$ cat config.mk
export PLATFORM = sky130hd
export DESIGN_NAME = instruction_encoder
export DESIGN_NICKNAME = d
export VERILOG_FILES = /design/src/rtl/instr_pkg.sv /design/src/rtl/sync_fifo.sv /design/src/rtl/instruction_encoder.sv
export SDC_FILE = /design/constraint.sdc
export NUM_CORES = 1
export LEC_CHECK = 0
export CORE_ASPECT_RATIO = 1.25
export CORE_MARGIN = 4
export CORE_UTILIZATION = 48
export CTS_CLUSTER_SIZE = 24
export DETAILED_ROUTE_END_ITERATION = 16
export PLACE_DENSITY = 0.84
export SLEW_MARGIN = 10
export SYNTH_ARGS = -nofsm -noshare
export SYNTH_HDL_FRONTEND = slang
export SYNTH_SLANG_ARGS = --single-unit
$ cat constraint.sdc
create_clock -name clk -period 2.4 [get_ports clk]
set_clock_uncertainty 0.1 [all_clocks]
set_input_delay 0.48 -clock clk [delete_from_list [all_inputs] [get_ports clk]]
set_output_delay 0.48 -clock clk [all_outputs]
set_load 0.05 [all_outputs]
$ cat src/rtl/instr_pkg.sv
// Shared constants and mode encoding for the instruction encoder/decoder pair.
package instr_pkg;

    localparam int MODE_W    = 2;
    localparam int OPERAND_W = 6;
    localparam int INSTR_W   = 8;

    localparam logic [MODE_W-1:0] MODE0 = 2'd0;
    localparam logic [MODE_W-1:0] MODE1 = 2'd1;
    localparam logic [MODE_W-1:0] MODE2 = 2'd2;
    localparam logic [MODE_W-1:0] MODE3 = 2'd3;

    // Returns {legal, code}; anything other than exactly one hot bit is illegal.
    function automatic logic [MODE_W:0] encode_onehot(input logic [3:0] onehot);
        case (onehot)
            4'b0001: return {1'b1, MODE0};
            4'b0010: return {1'b1, MODE1};
            4'b0100: return {1'b1, MODE2};
            4'b1000: return {1'b1, MODE3};
            default: return {1'b0, MODE0};
        endcase
    endfunction

endpackage

$ cat src/rtl/sync_fifo.sv
// Single-clock FIFO with explicit occupancy tracking and a registered head output.
module sync_fifo #(
    parameter int WIDTH = 8,
    parameter int DEPTH = 4
) (
    input  logic                       clk,
    input  logic                       rst,
    input  logic                       push,
    input  logic [WIDTH-1:0]           wdata,
    input  logic                       pop,
    output logic [WIDTH-1:0]           rdata,
    output logic                       full,
    output logic                       empty,
    output logic [$clog2(DEPTH):0]     level
);

    localparam int AW = $clog2(DEPTH);
    localparam int LW = AW + 1;

    logic [WIDTH-1:0] mem [DEPTH];
    logic [AW-1:0]    wr_ptr;
    logic [AW-1:0]    rd_ptr;
    logic [AW-1:0]    rd_next;
    logic [LW-1:0]    level_after_pop;
    logic             do_push;
    logic             do_pop;

    assign full            = (level == LW'(DEPTH));
    assign empty           = (level == '0);
    assign do_push         = push && !full;
    assign do_pop          = pop && !empty;
    assign rd_next         = rd_ptr + AW'(do_pop);
    assign level_after_pop = level - LW'(do_pop);

    always_ff @(posedge clk) begin
        if (do_push && !rst) begin
            mem[wr_ptr] <= wdata;
        end
    end

    // rdata is preloaded with whatever will be the head after this edge, so a
    // push into an empty FIFO is visible one cycle later without a bypass path.
    always_ff @(posedge clk) begin
        if (rst) begin
            wr_ptr <= '0;
            rd_ptr <= '0;
            level  <= '0;
            rdata  <= '0;
        end else begin
            if (do_push) begin
                wr_ptr <= wr_ptr + AW'(1);
            end
            rd_ptr <= rd_next;
            level  <= level_after_pop + LW'(do_push);
            if (level_after_pop != '0) begin
                rdata <= mem[rd_next];
            end else if (do_push) begin
                rdata <= wdata;
            end
        end
    end

endmodule

$ cat src/rtl/instruction_encoder.sv
// Packs one-hot mode strobes and an operand into 8-bit instructions, buffered
// and streamed out over valid/ready; illegal mode vectors are dropped and counted.
module instruction_encoder
    import instr_pkg::*;
#(
    parameter int DEPTH = 4,
    parameter int ERRW  = 8
) (
    input  logic                    clk,
    input  logic                    rst,
    input  logic                    in_valid,
    output logic                    in_ready,
    input  logic                    mode0,
    input  logic                    mode1,
    input  logic                    mode2,
    input  logic                    mode3,
    input  logic [OPERAND_W-1:0]    operand,
    output logic                    out_valid,
    input  logic                    out_ready,
    output logic [INSTR_W-1:0]      instruction,
    output logic                    err_pulse,
    output logic [ERRW-1:0]         err_count,
    output logic [15:0]             issued_count,
    output logic [$clog2(DEPTH):0]  level
);

    logic [MODE_W:0] enc;
    logic            legal;
    logic            accept;
    logic            push;
    logic            pop;
    logic            full;
    logic            empty;

    assign enc       = encode_onehot({mode3, mode2, mode1, mode0});
    assign legal     = enc[MODE_W];
    assign in_ready  = !full;
    assign out_valid = !empty;
    assign accept    = in_valid && in_ready;
    assign push      = accept && legal;
    assign pop       = out_valid && out_ready;

    sync_fifo #(
        .WIDTH (INSTR_W),
        .DEPTH (DEPTH)
    ) u_fifo (
        .clk   (clk),
        .rst   (rst),
        .push  (push),
        .wdata ({enc[MODE_W-1:0], operand}),
        .pop   (pop),
        .rdata (instruction),
        .full  (full),
        .empty (empty),
        .level (level)
    );

    always_ff @(posedge clk) begin
        if (rst) begin
            err_pulse    <= 1'b0;
            err_count    <= '0;
            issued_count <= '0;
        end else begin
            err_pulse <= accept && !legal;
            if (accept && !legal && (err_count != '1)) begin
                err_count <= err_count + ERRW'(1);
            end
            if (pop) begin
                issued_count <= issued_count + 16'd1;
            end
        end
    end

endmodule

# Word level (Yosys, flattened, before mapping)
# Memories as Yosys holds them, arrays and structs flattened.
# Cells that the tools add are included.
[totals]
ff_bits = 40
mem_bits_rw = 32
in_bits = 14
out_inout_bits = 38
elab_cells = 40
n_memories = 1
[mem_list]
columns = ["memory", "words", "word_bits", "read_ports", "rd_ports_with_merged_regs", "write_ports", "line", "rtl"]
rows = [
  ["u_fifo.mem", 4, 8, 1, 0, 1, "sync_fifo.sv:20", "logic [WIDTH-1:0] mem [DEPTH];"],
]
[op_classes]
add_sub_neg = 6
eq_ne = 6
n_mux = 5
n_reduce_logical = 15
[ops]
columns = ["op", "count"]
rows = [
  ["$add A16 B1 Y16 const B", 1],
  ["$mux W8", 2],
  ["$pmux W3 S4", 1],
  ["$add A8 B1 Y8 const B", 1],
  ["$logic_and A1 B1 Y1", 8],
  ["$ne A8 B8 Y1 const B", 1],
  ["$eq A4 B1 Y1 const B", 1],
  ["$eq A4 B2 Y1 const B", 1],
  ["$eq A4 B3 Y1 const B", 1],
  ["$eq A4 B4 Y1 const B", 1],
  ["$logic_not A1 Y1", 4],
  ["$add A3 B1 Y3", 1],
  ["$eq A3 B3 Y1 const B", 1],
  ["$logic_not A3 Y1", 1],
  ["$reduce_bool A3 Y1", 1],
  ["$sub A3 B1 Y3", 1],
  ["$add A2 B1 Y2", 1],
  ["$add A2 B1 Y2 const B", 1],
  ["$mux W1", 2],
  ["$reduce_bool A2 Y1", 1],
]

# Longest topological paths before layout
# Gate-level depths: netlist of run 1.
[depth]
depth_word = 8
mapped_depth = 9

# By module
# A second synthesis of run 1 with hierarchy kept.
[hier_totals]
cells_unflattened = 303
hier_area_um2 = 3325.7
[by_module_without_submodules]
columns = ["module", "instances", "cells_each", "area_per_inst_um2", "seq_area_each_um2"]
rows = [
  ["sync_fifo", 1, 158, 2068.2, 1261.2],
  ["instruction_encoder", 1, 145, 1257.5, 500.5],
]

# Least setup slack after synthesis of run 1
# OpenSTA, ideal clock, no wires.
[synth_path]
path_kind = "flip-flop to flip-flop"
from = "register u_fifo.level[1]"
to = "memory u_fifo.mem[3][0] (enable)"
arrival_ns = 2.466
t_required_ns = 1.915
slack_ns = -0.551
path_stages_with_launch = 6
period_less_slack_ns = 2.951
path_cell_list = "dfxtp_1 > or3b_1 > clkbuf_1 > and2_1 > nand2_1 > nor3b_1"
[synth_between]
elab_chain_cells = 8
[synth_lines]
columns = ["element", "line", "rtl"]
rows = [
  ["from (decl)", "sync_fifo.sv:14", "output logic [$clog2(DEPTH):0] level"],
  ["from (signal assigned)", "sync_fifo.sv:54", "level <= level_after_pop + LW'(do_push);"],
  ["$eq A3 B3 Y1 (*)", "sync_fifo.sv:28", "assign full = (level == LW'(DEPTH));"],
  ["$logic_not A1 Y1 (*)", "instruction_encoder.sv:37", "assign in_ready = !full;"],
  ["named net in_ready", "instruction_encoder.sv:12", "output logic in_ready,"],
  ["$logic_and A1 B1 Y1", "instruction_encoder.sv:39", "assign accept = in_valid && in_ready;"],
  ["$logic_and A1 B1 Y1", "instruction_encoder.sv:40", "assign push = accept && legal;"],
  ["$logic_and A1 B1 Y1 (*)", "sync_fifo.sv:30", "assign do_push = push && !full;"],
  ["$logic_and A1 B1 Y1 (*)", "sync_fifo.sv:36", "if (do_push && !rst) begin"],
  ["$mux W1 (*)", "sync_fifo.sv:36", ""],
  ["$mux W1 (not written as such) (*)", "sync_fifo.sv:37", "mem[wr_ptr] <= wdata;"],
  ["to (decl)", "sync_fifo.sv:20", ""],
]
# The timed path passes the listed nets; every way through them passes the cells marked *.

# Worst setup path in the final report of run 1
[layout_path]
from = "input mode2"
to = "register u_fifo.level[2]"
[layout_between]
elab_chain_cells = 5
word_cells_on_any_way = 8
cone_classes = "add/sub: 1; eq/ne: 4; mux: 1; reduce/logical: 2"
[layout_lines]
columns = ["element", "line", "rtl"]
rows = [
  ["from (decl)", "instruction_encoder.sv:15", "input logic mode2,"],
  ["$eq A4 B4 Y1, or another cell as far along", "instr_pkg.sv:15", "case (onehot)"],
  ["$pmux W3 S4 (*)", "instr_pkg.sv:15", ""],
  ["$logic_and A1 B1 Y1 (*)", "instruction_encoder.sv:40", ""],
  ["$logic_and A1 B1 Y1 (*)", "sync_fifo.sv:30", ""],
  ["$add A3 B1 Y3 (*)", "sync_fifo.sv:54", ""],
]
# Mark *: on every way between the ends. The rest lies on a longest branch, timed or not.
# A chain may end at the register's enable or synchronous reset.

==> impl_metrics.yaml, run 1 <==
run_status:
  status: "complete, no violations"
setup_path:
  top_family_by_delay_on_critical_path: "simple AND/OR/NAND/NOR gates"
  criticalPathCategory: "in2reg"
  slowest_cell_on_the_critical_path: "clkdlybuf4s50_1"
  critPathBufInv: 2
  cp-end-kind: "flop"
  max_stage_delay_ns: 0.47
  arrival_ns: 2.42
  cp_common_cell: "ha_1"
  critical_path.cell_chain: "clkdlybuf4s50_1, nor4b_1, a211o_1, nand2_1, inv_1, ha_1, ha_1, xor2_1, nor2_1"
  worst_ep_required_time_ns: 2.54
  timing.critical_path.fanout_max: 5
  critPathLaunchType: "input port"
drt:
  postRouteWirelength_um: 7660
  vias: 2569
  drt-wirelength-per-cell_um: 16.6
  detail-route-antenna-nets: 0
  drt_drc_violations_left: 0
  detailedRoute.firstPassIterationCount: 4
  drt_first_iter_violations: 149
  avgViaCountPerCell: 5.56
run:
  max_cap_violations: 0
clocking:
  clock_sinks: 72
  cts_hold_repair.buffers: 0
  cts_buffer_depth: 2
  root_buffer: "clkbuf_8"
  clock_latency_ns: 0.35
  cts_htree_levels: 3
  numCtsBuffers: 9
  clock_tree_from_tritoncts: "yes"
  clk_pin_slew_worst_paths_ns: 0.08
finish:
  final_nets: 395
  areaGrowthSynthToFinish_pct: 35.3
  num_antenna_cells: 0
  layout-drive-gt1-share: 0.179
timing:
  timing_max_transition_violations_final: 0
  setup-violations-final: 0
  finalWorstPathRequiredPeriod_ns: 2.29
  final_hold_fails: 0
  fin_crit_sh: 0.953
  fmax_ghz: 0.437
  setup_tns_ns: 0
  fin_ws_ns: 0.112
  worst-slew-pin-transition_ns: 0.607
  timing.slew.headroom: 0.592
synth:
  yosysSeqAreaShare: 0.545
  post_synth_num_cell_types: 43
  post_synth_instance_area_sq_mm: 0.00323
  ys_top_cells_by_count: "40 x dfxtp_1, 32 x edfxtp_1, 21 x a21oi_1"
  post-synth-top-area-cell: "edfxtp_1"
  synthesis.instances: 287
  postSynthRegisterBits: 72
  edff_count_synth: 32
  post-synth-top-area-fraction: 0.297
  postSynthNetCount: 312
  synth.yosys.warnings: 0
  synth_most_common_cell: "dfxtp_1"
  synth_area_per_cell_sq_um: 11.3
  async_flop_share: 0
  top_area_cells_in_the_synthesized_netlist: "edfxtp_1 30%, dfxtp_1 25%, mux2i_1 5.3%"
  synth_flop_cell: "dfxtp_1"
power_and_ir_drop:
  power_frac_seq: 0.340
  switching_share: 0.366
  clock_power_share: 0.273
  power_mw: 4.37
  static-leakage-power_nw: 1.56
  power-per-cell-area_mw_per_mm2: 998
  peakVddDrop_mv: 0.584
  power_switching_mw: 1.60
  internal_power_mw: 2.77
  combinationalPowerShare: 0.386
place:
  detailed_place_hpwl_um: 5200
  pre_cts_slack_ns: -0.315
  finalWeightedCongestion: 0.798
  buffer_ports.inserted: 51
die:
  num_rows: 33
  start_util: 0.492
  coreArea_sq_mm: 0.00657
  die_footprint_sq_mm: 0.00812
  die_height_um: 99.8
  die_width_um: 81.4
  num_io_pins: 52
global_route:
  grt_first_pass_wirelength_um: 12200
  maximum_number_of_pins_on_one_net_before_global_route_repair: 50
  first_global_vias: 2643
  antenna_violations_before_repair: 0
  grt_overflow: 0
  grt_use_total: 0.198
hold_path:
  hold_path.class: "reg2reg"
through the flow:
step,instance area [sq um],hold WS (ns),utilization,cells
after floorplan,3280,0.384,-,287
after detailed placement,4110,0.374,0.625,445
after global routing,4370,0.420,0.666,462
after global placement,4110,0.364,0.625,445
final,4370,0.386,0.666,462
after CTS,4350,0.387,0.663,461
power by group through the flow:
| stage | Clock [mW] | Combinational (mW) | Sequential, mW |
|---|---|---|---|
| finish | 1.19 | 1.69 | 1.49 |
| global route | 1.26 | 1.80 | 1.50 |
| CTS | 1.21 | 1.62 | 1.49 |
| detailed placement | 0 | 1.62 | 1.51 |
| global placement | 0 | 1.56 | 1.51 |
| floorplan | 0 | 0.745 | 1.79 |
metal layers:
metal,up-vias,wire (um),track usage,part of all wire
met5,-,0,0,0
met4,0,178,0.114,0.023
met3,15,293,0.0353,0.038
met2,63,4160,0.350,0.54
met1,1250,3020,0.215,0.39
li1,1241,-,-,-
layout by cell type (no fill, tap or decap), types with 4 or more instances in the layout:
cell / Yosys / routed
o21ai_0: 14 / 14
inv_1: 11 / 11
nor3b_2: 0 / 4
xnor2_1: 11 / 10
nor3_1: 6 / 6
a221o_1: 8 / 8
a21oi_1: 21 / 21
nand2_1: 10 / 10
nor4b_1: 5 / 5
edfxtp_1: 32 / 32
buf_4: 0 / 32
clkbuf_8: 0 / 9
clkdlybuf4s50_1: 0 / 48
or3_1: 4 / 4
nor2b_1: 8 / 8
mux2i_1: 17 / 17
nand4_1: 5 / 5
nor2_1: 17 / 17
a31oi_1: 8 / 7
dfxtp_1: 40 / 37
nand3_1: 6 / 6
ha_1: 11 / 11
state kept, by name (all words and copies together) (netlist names):
name	cells
u_fifo.level	3
u_fifo.wr_ptr	2
err_count	8
u_fifo.rd_ptr	2
issued_count	16
err_pulse	1
u_fifo.rdata	8
u_fifo.mem	32
cell families after synthesis:
| logic type | share of synthesized area |
|---|---|
| flip-flops | 0.545 |
| AO/OA/AOI/OAI | 0.121 |
| buffers and inverters | 0.0310 |
| adder cells (fa/ha/maj) | 0.0426 |
| AND/OR/NAND/NOR | 0.151 |
| XOR/XNOR | 0.0464 |
| multiplexers | 0.0631 |
final cells by class:
type / instances / area, sq um
flip-flops and latches: 72 / 1770
inverters: 11 / 41.3
fillers: 467 / 2190
multi-input cells: 192 / 1420
well taps: 87 / 109
repair buffers: 84 / 782
clock inverters: 7 / 126
clock buffers: 9 / 124
final timing paths:
kind | end | slack, ns | start | depth (start not counted)
setup / recovery | u_fifo.level[2] | 0.11 | mode2 | 9
hold / removal | u_fifo.rdata[0] | 0.39 | u_fifo.rdata[0] | 2
setup reg to reg | u_fifo.rdata[3] | 0.12 | u_fifo.level[2] | 9
hold reg to reg | u_fifo.rdata[0] | 0.39 | u_fifo.rdata[0] | 2
worst reg2reg max path: cells and delay by family (launching register included):
family          cells  cell delay (ns)
fa+ha+maj           1             0.26
flops               1             0.38
compound gates      3             0.72
mux                 1             0.16
xor+xnor            1             0.21
buf+inv             3             0.39
what timing repair did:
action                                  in CTS  in global routing
gates resized for setup                      1                  2
buffers inserted                             0                  1
pin swaps                                    0                  1
endpoints found under the setup margin       1                  8
endpoints found under the hold margin        0                  0
No activity file was read; power rests on OpenSTA's default activity.
==> run 2, diff against run 1 <==
Settings changed: CORE_UTILIZATION 48 to 50, PLACE_DENSITY 0.84 to 0.83.
Clock period 2.4 ns to 2.5 ns, I/O delays scaled along.
==> run 2 against run 1 <==
  * Wire length shrank 6.2%
  * First-iteration DRC count shrank 21%
  * Sequential share of layout area increased by 0.73 points
  * Final cell count fell by 0.43%
  * Die area is 3.6% lower
  * Sequential power decreased by 5%
  * Hold slack worse by 0.0036 ns
  * Non-clock buffer count is the same
  * Clock power down 22%
  * Count of clock-buffer cells in the layout unchanged
  * Critical path type is now reg2out
==> impl_metrics.yaml, run 2 (synthesis results as in run 1) <==
run_status:
  status: "complete, no violations"
setup_path:
  critical_path.cell_chain: "nor3_1, inv_1, clkdlybuf4s50_1"
  crit-reg2reg-launch: "u_fifo.level[2]"
  worst_r2r_path_depth: 10
  timing.critical_path.fanout_max: 5
  worst_ep_required_time_ns: 1.90
  cp-end-kind: "output port"
  arrival_ns: 1.72
  critPathLaunchType: "flop"
  max_stage_delay_ns: 0.70
  slowest_cell_on_the_critical_path: "clkdlybuf4s50_1"
  rr_endpoint: "u_fifo.rdata[5]"
  setup.reg_to_reg.worst_slack_ns: 0.23
  criticalPathCategory: "reg2out"
timing:
  worst-slew-pin-transition_ns: 0.553
  setup-violations-final: 0
  fin_ws_ns: 0.176
  setup_repair_after_global_routing_missed_its_margin: "false"
  setup_tns_ns: 0
  final_hold_fails: 0
  timing_max_transition_violations_final: 0
  fmax_ghz: 0.430
  finalWorstPathRequiredPeriod_ns: 2.32
  fin_crit_sh: 0.929
  timing.slew.headroom: 0.630
power_and_ir_drop:
  power-per-cell-area_mw_per_mm2: 911
  static-leakage-power_nw: 1.53
  power_mw: 3.91
  peakVddDrop_mv: 0.550
clocking:
  cts_htree_levels: 3
  clock_tree_from_tritoncts: "yes"
  clock_sinks: 72
  cts_buffer_depth: 2
  numCtsBuffers: 9
  clk_pin_slew_worst_paths_ns: 0.08
  root_buffer: "clkbuf_8"
  cts_hold_repair.buffers: 0
  clock_latency_ns: 0.33
drt:
  detailedRoute.firstPassIterationCount: 4
  drt_first_iter_violations: 118
  vias: 2571
  drt-wirelength-per-cell_um: 15.6
  postRouteWirelength_um: 7180
  detail-route-antenna-nets: 0
  avgViaCountPerCell: 5.59
  drt_drc_violations_left: 0
finish:
  mostFrequentLayoutCells: "49 x clkdlybuf4s50_1, 37 x dfxtp_1, 32 x buf_4, 32 x edfxtp_1, 21 x a21oi_1"
  largest_register_ffs: 32
  layout-drive-gt1-share: 0.171
  final_area_sq_mm: 0.00429
  regMostFlops: "u_fifo.mem"
  registers_with_the_highest_flip_flop_counts: "u_fifo.mem x32, issued_count x16"
  num_antenna_cells: 0
  seq_area_sq_mm: 0.00177
  fill_cells: 495
  layout.cells.most_common: "clkdlybuf4s50_1"
  multi_input_comb_area_sq_mm: 0.00140
  final_nets: 395
  areaGrowthSynthToFinish_pct: 32.7
global_route:
  grt_use_total: 0.193
  first_global_vias: 2634
  grt_first_pass_wirelength_um: 12000
  grt_overflow: 0
  antenna_violations_before_repair: 0
  maximum_number_of_pins_on_one_net_before_global_route_repair: 21
place:
  finalWeightedCongestion: 0.794
  detailed_place_hpwl_um: 5150
  placed_cell_area_sq_mm: 0.00408
  pre_cts_slack_ns: -0.192
  buffer_ports.inserted: 51
die:
  start_util: 0.518
  die_width_um: 79.9
  coreArea_sq_mm: 0.00625
  num_rows: 32
  num_io_pins: 52
  die_footprint_sq_mm: 0.00783
  die_height_um: 97.9
hold_path:
  hold_path.class: "reg2reg"
  holdCritStartpoint: "u_fifo.rdata[0]"
  min_delay_worst_endpoint: "u_fifo.rdata[0]"
  min_path_cells: 2
run:
  max_cap_violations: 0
-- run 2: repair_timing --
| action | in CTS | in global routing |
|---|---|---|
| buffers inserted | 0 | 0 |
| resized for setup | 1 | 1 |
| setup endpoints to repair | 1 | 1 |
| pin swaps | 0 | 1 |
-- run 2: how the worst max path moves through the flow --
| stage | start | endpoint | slack [ns] |
|---|---|---|---|
| after floorplan | u_fifo.level[2] | u_fifo.rdata[6] | 0.05 |
| after global placement | out_ready | u_fifo.rdata[1] | -0.12 |
| after detailed placement | out_ready | u_fifo.rdata[5] | -0.19 |
| after CTS | u_fifo.level[1] | out_valid | 0.13 |
| after global routing | mode0 | u_fifo.level[2] | 0.003 |
| final | u_fifo.level[1] | out_valid | 0.18 |
-- run 2: cell type report --
class | count | area share
clock buffer | 9 | 0.0289
inverter | 11 | 0.00963
sequential | 72 | 0.412
timing repair buffer | 84 | 0.180
tap | 85 | 0.0248
multi-input combinational | 192 | 0.326
clock inverter | 7 | 0.0187
-- run 2: report_power, final --
part           switching [mW]  internal [mW]
Clock                   0.458          0.473
Sequential             0.0842           1.34
Combinational           0.918          0.639
-- run 2: through the flow --
step / utilization / hold WS (ns) / cells
2_1_floorplan: - / 0.384 / 287
3_5_place_dp: 0.654 / 0.375 / 444
6_report: 0.687 / 0.383 / 460
4_1_cts: 0.686 / 0.384 / 460
3_3_place_gp: 0.654 / 0.362 / 444
5_1_grt: 0.687 / 0.403 / 460
-- run 2: worst max-delay path: cells and delay by family, from the launching register on --
family / cells / cell delay [ns]
buf+inv: 2 / 0.77
flops: 1 / 0.36
simple gates: 1 / 0.27
-- run 2: per-layer routing --
| metal | share of wire | vias up | track usage |
|---|---|---|---|
| met5 | 0 | - | 0 |
| met2 | 0.54 | 60 | 0.349 |
| met1 | 0.41 | 1254 | 0.220 |
| met3 | 0.034 | 15 | 0.0351 |
| met4 | 0.018 | 0 | 0.0780 |
| li1 | - | 1242 | - |
==> run 3, diff against run 2 <==
Settings changed: CORE_UTILIZATION 50 to 53, PLACE_DENSITY 0.83 to 0.87, REMOVE_ABC_BUFFERS from default to 1.
==> run 3 against run 2 <==
  * Cell area shrank 0.85%
  * Critical endpoint is now u_fifo.rdata[1]
  * Largest power group unchanged
  * Setup slack lost 0.13 ns
  * Sequential power is essentially flat
  * Non-clock buffer count shrank 3
  * Register-to-register slack lost 0.11 ns
  * Flip-flop and latch count is the same
==> impl_metrics.yaml, run 3 (synthesis results as in run 1) <==
clocking:
  clock_tree_from_tritoncts: "yes"
  numCtsBuffers: 9
  clock_sinks: 72
  cts_htree_levels: 3
  root_buffer: "clkbuf_8"
  cts_buffer_depth: 2
  cts_hold_repair.buffers: 0
  clock_latency_ns: 0.34
  clk_pin_slew_worst_paths_ns: 0.08
die:
  start_util: 0.552
  die_footprint_sq_mm: 0.00742
  num_rows: 31
  coreArea_sq_mm: 0.00586
  die_height_um: 95.3
  die_width_um: 77.9
  num_io_pins: 52
drt:
  avgViaCountPerCell: 5.69
  detailedRoute.firstPassIterationCount: 4
  drt_first_iter_violations: 96
  detail-route-antenna-nets: 0
  postRouteWirelength_um: 7400
  drt-wirelength-per-cell_um: 16.3
  vias: 2584
  drt_drc_violations_left: 0
finish:
  fill_cells: 421
  layout.cells.most_common: "clkdlybuf4s50_1"
  final_cells: 454
  num_antenna_cells: 0
  areaGrowthSynthToFinish_pct: 31.5
  regMostFlops: "u_fifo.mem"
  final_area_sq_mm: 0.00425
  final_nets: 392
  layout-drive-gt1-share: 0.153
  largest_register_ffs: 32
  mostFrequentLayoutCells: "49 x clkdlybuf4s50_1, 40 x dfxtp_1, 32 x edfxtp_1, 30 x buf_4, 20 x a21oi_1"
  registers_with_the_highest_flip_flop_counts: "u_fifo.mem x32, issued_count x16"
place:
  placed_cell_area_sq_mm: 0.00400
  placed_cells: 436
  buffer_ports.inserted: 51
  finalWeightedCongestion: 0.792
  detailed_place_hpwl_um: 5100
  pre_cts_slack_ns: -0.429
global_route:
  antenna_violations_before_repair: 0
  first_global_vias: 2564
  grt_overflow: 0
  maximum_number_of_pins_on_one_net_before_global_route_repair: 18
  grt_use_total: 0.209
  grt_first_pass_wirelength_um: 12000
setup_path:
  worst_ep_required_time_ns: 2.68
  criticalPathCategory: "in2reg"
  critPathLaunchType: "input port"
  critical_path.cell_chain: "clkdlybuf4s50_1, o31ai_4, inv_2, ha_1, ha_1, xnor2_1, buf_4, a31oi_1, buf_4, a221o_1, a21oi_2"
  top_family_by_delay_on_critical_path: "buffers and inverters"
  timing.critical_path.fanout_max: 8
  cp-end-kind: "flop"
  arrival_ns: 2.63
  critPathBufInv: 4
  slowest_cell_on_the_critical_path: "clkdlybuf4s50_1"
  max_stage_delay_ns: 0.47
timing:
  fin_ws_ns: 0.0481
  setup_tns_ns: 0
  finalWorstPathRequiredPeriod_ns: 2.45
  fmax_ghz: 0.408
  timing.slew.headroom: 0.637
  worst-slew-pin-transition_ns: 0.543
  setup-violations-final: 0
  fin_crit_sh: 0.981
  final_hold_fails: 0
  setup_repair_after_global_routing_missed_its_margin: "false"
  timing_max_transition_violations_final: 0
hold_path:
  hold_path.class: "reg2reg"
power_and_ir_drop:
  peakVddDrop_mv: 0.603
  static-leakage-power_nw: 1.51
  power-per-cell-area_mw_per_mm2: 945
  power_mw: 4.02
run:
  max_cap_violations: 0
run_status:
  status: "complete, no violations"
-- run 3: cell count changes in the layout (fill, tap and decap cells not counted), moves of 2 or more --
cell and delta:
buf_4 -2, nor3b_1 +4, dfxtp_2 -3, nor3b_2 -4, dfxtp_1 +3
-- run 3: worst paths after layout --
check,slack [ns],cells past startpoint,from,endpoint
setup / recovery,0.05,11,out_ready,u_fifo.rdata[1]
setup reg to reg,0.12,10,u_fifo.level[0],u_fifo.rdata[1]
hold reg to reg,0.38,2,u_fifo.rdata[4],u_fifo.rdata[4]
hold / removal,0.38,2,u_fifo.rdata[4],u_fifo.rdata[4]
-- run 3: timing repair --
item,in CTS,in global routing
pin swaps,1,0
gates resized for setup,1,3
endpoints found under the setup margin,9,5
setup buffers,2,0
-- run 3: stage by stage --
stage                     hold slack (ns)   util
after floorplan                     0.378      -
after global placement              0.363  0.682
after detailed placement            0.370  0.682
after CTS                           0.387  0.724
after global routing                0.403  0.726
final                               0.381  0.726
-- run 3: worst min-delay path: stages (launching register included) --
cell,delay [ns]
dfxtp_1,0.32
o21ai_0,0.07
a21oi_1,0.06
-- run 3: layer usage --
metal	track usage	wire (um)	vias up
met5	0	0	-
met3	0.0463	382	17
met1	0.225	2860	1265
li1	-	-	1227
met2	0.391	3990	75
met4	0.0905	169	0
-- run 3: layout make-up --
| type | count | area [sq um] | share of cell area |
|---|---|---|---|
| flip-flops and latches | 72 | 1760 | 0.414 |
| multi-input cells | 192 | 1380 | 0.325 |
| clock buffers | 9 | 124 | 0.0291 |
| inverters | 11 | 41.3 | 0.00971 |
| well taps | 82 | 103 | 0.0241 |
| repair buffers | 81 | 744 | 0.175 |
| clock inverters | 7 | 95.1 | 0.0224 |
-- run 3: where the power goes --
group          leakage [nW]  switching [mW]  internal (mW)
combinational         0.787           0.958          0.635
clock                 0.110           0.450          0.563
sequential            0.616          0.0813           1.33
total                  1.51            1.49           2.53
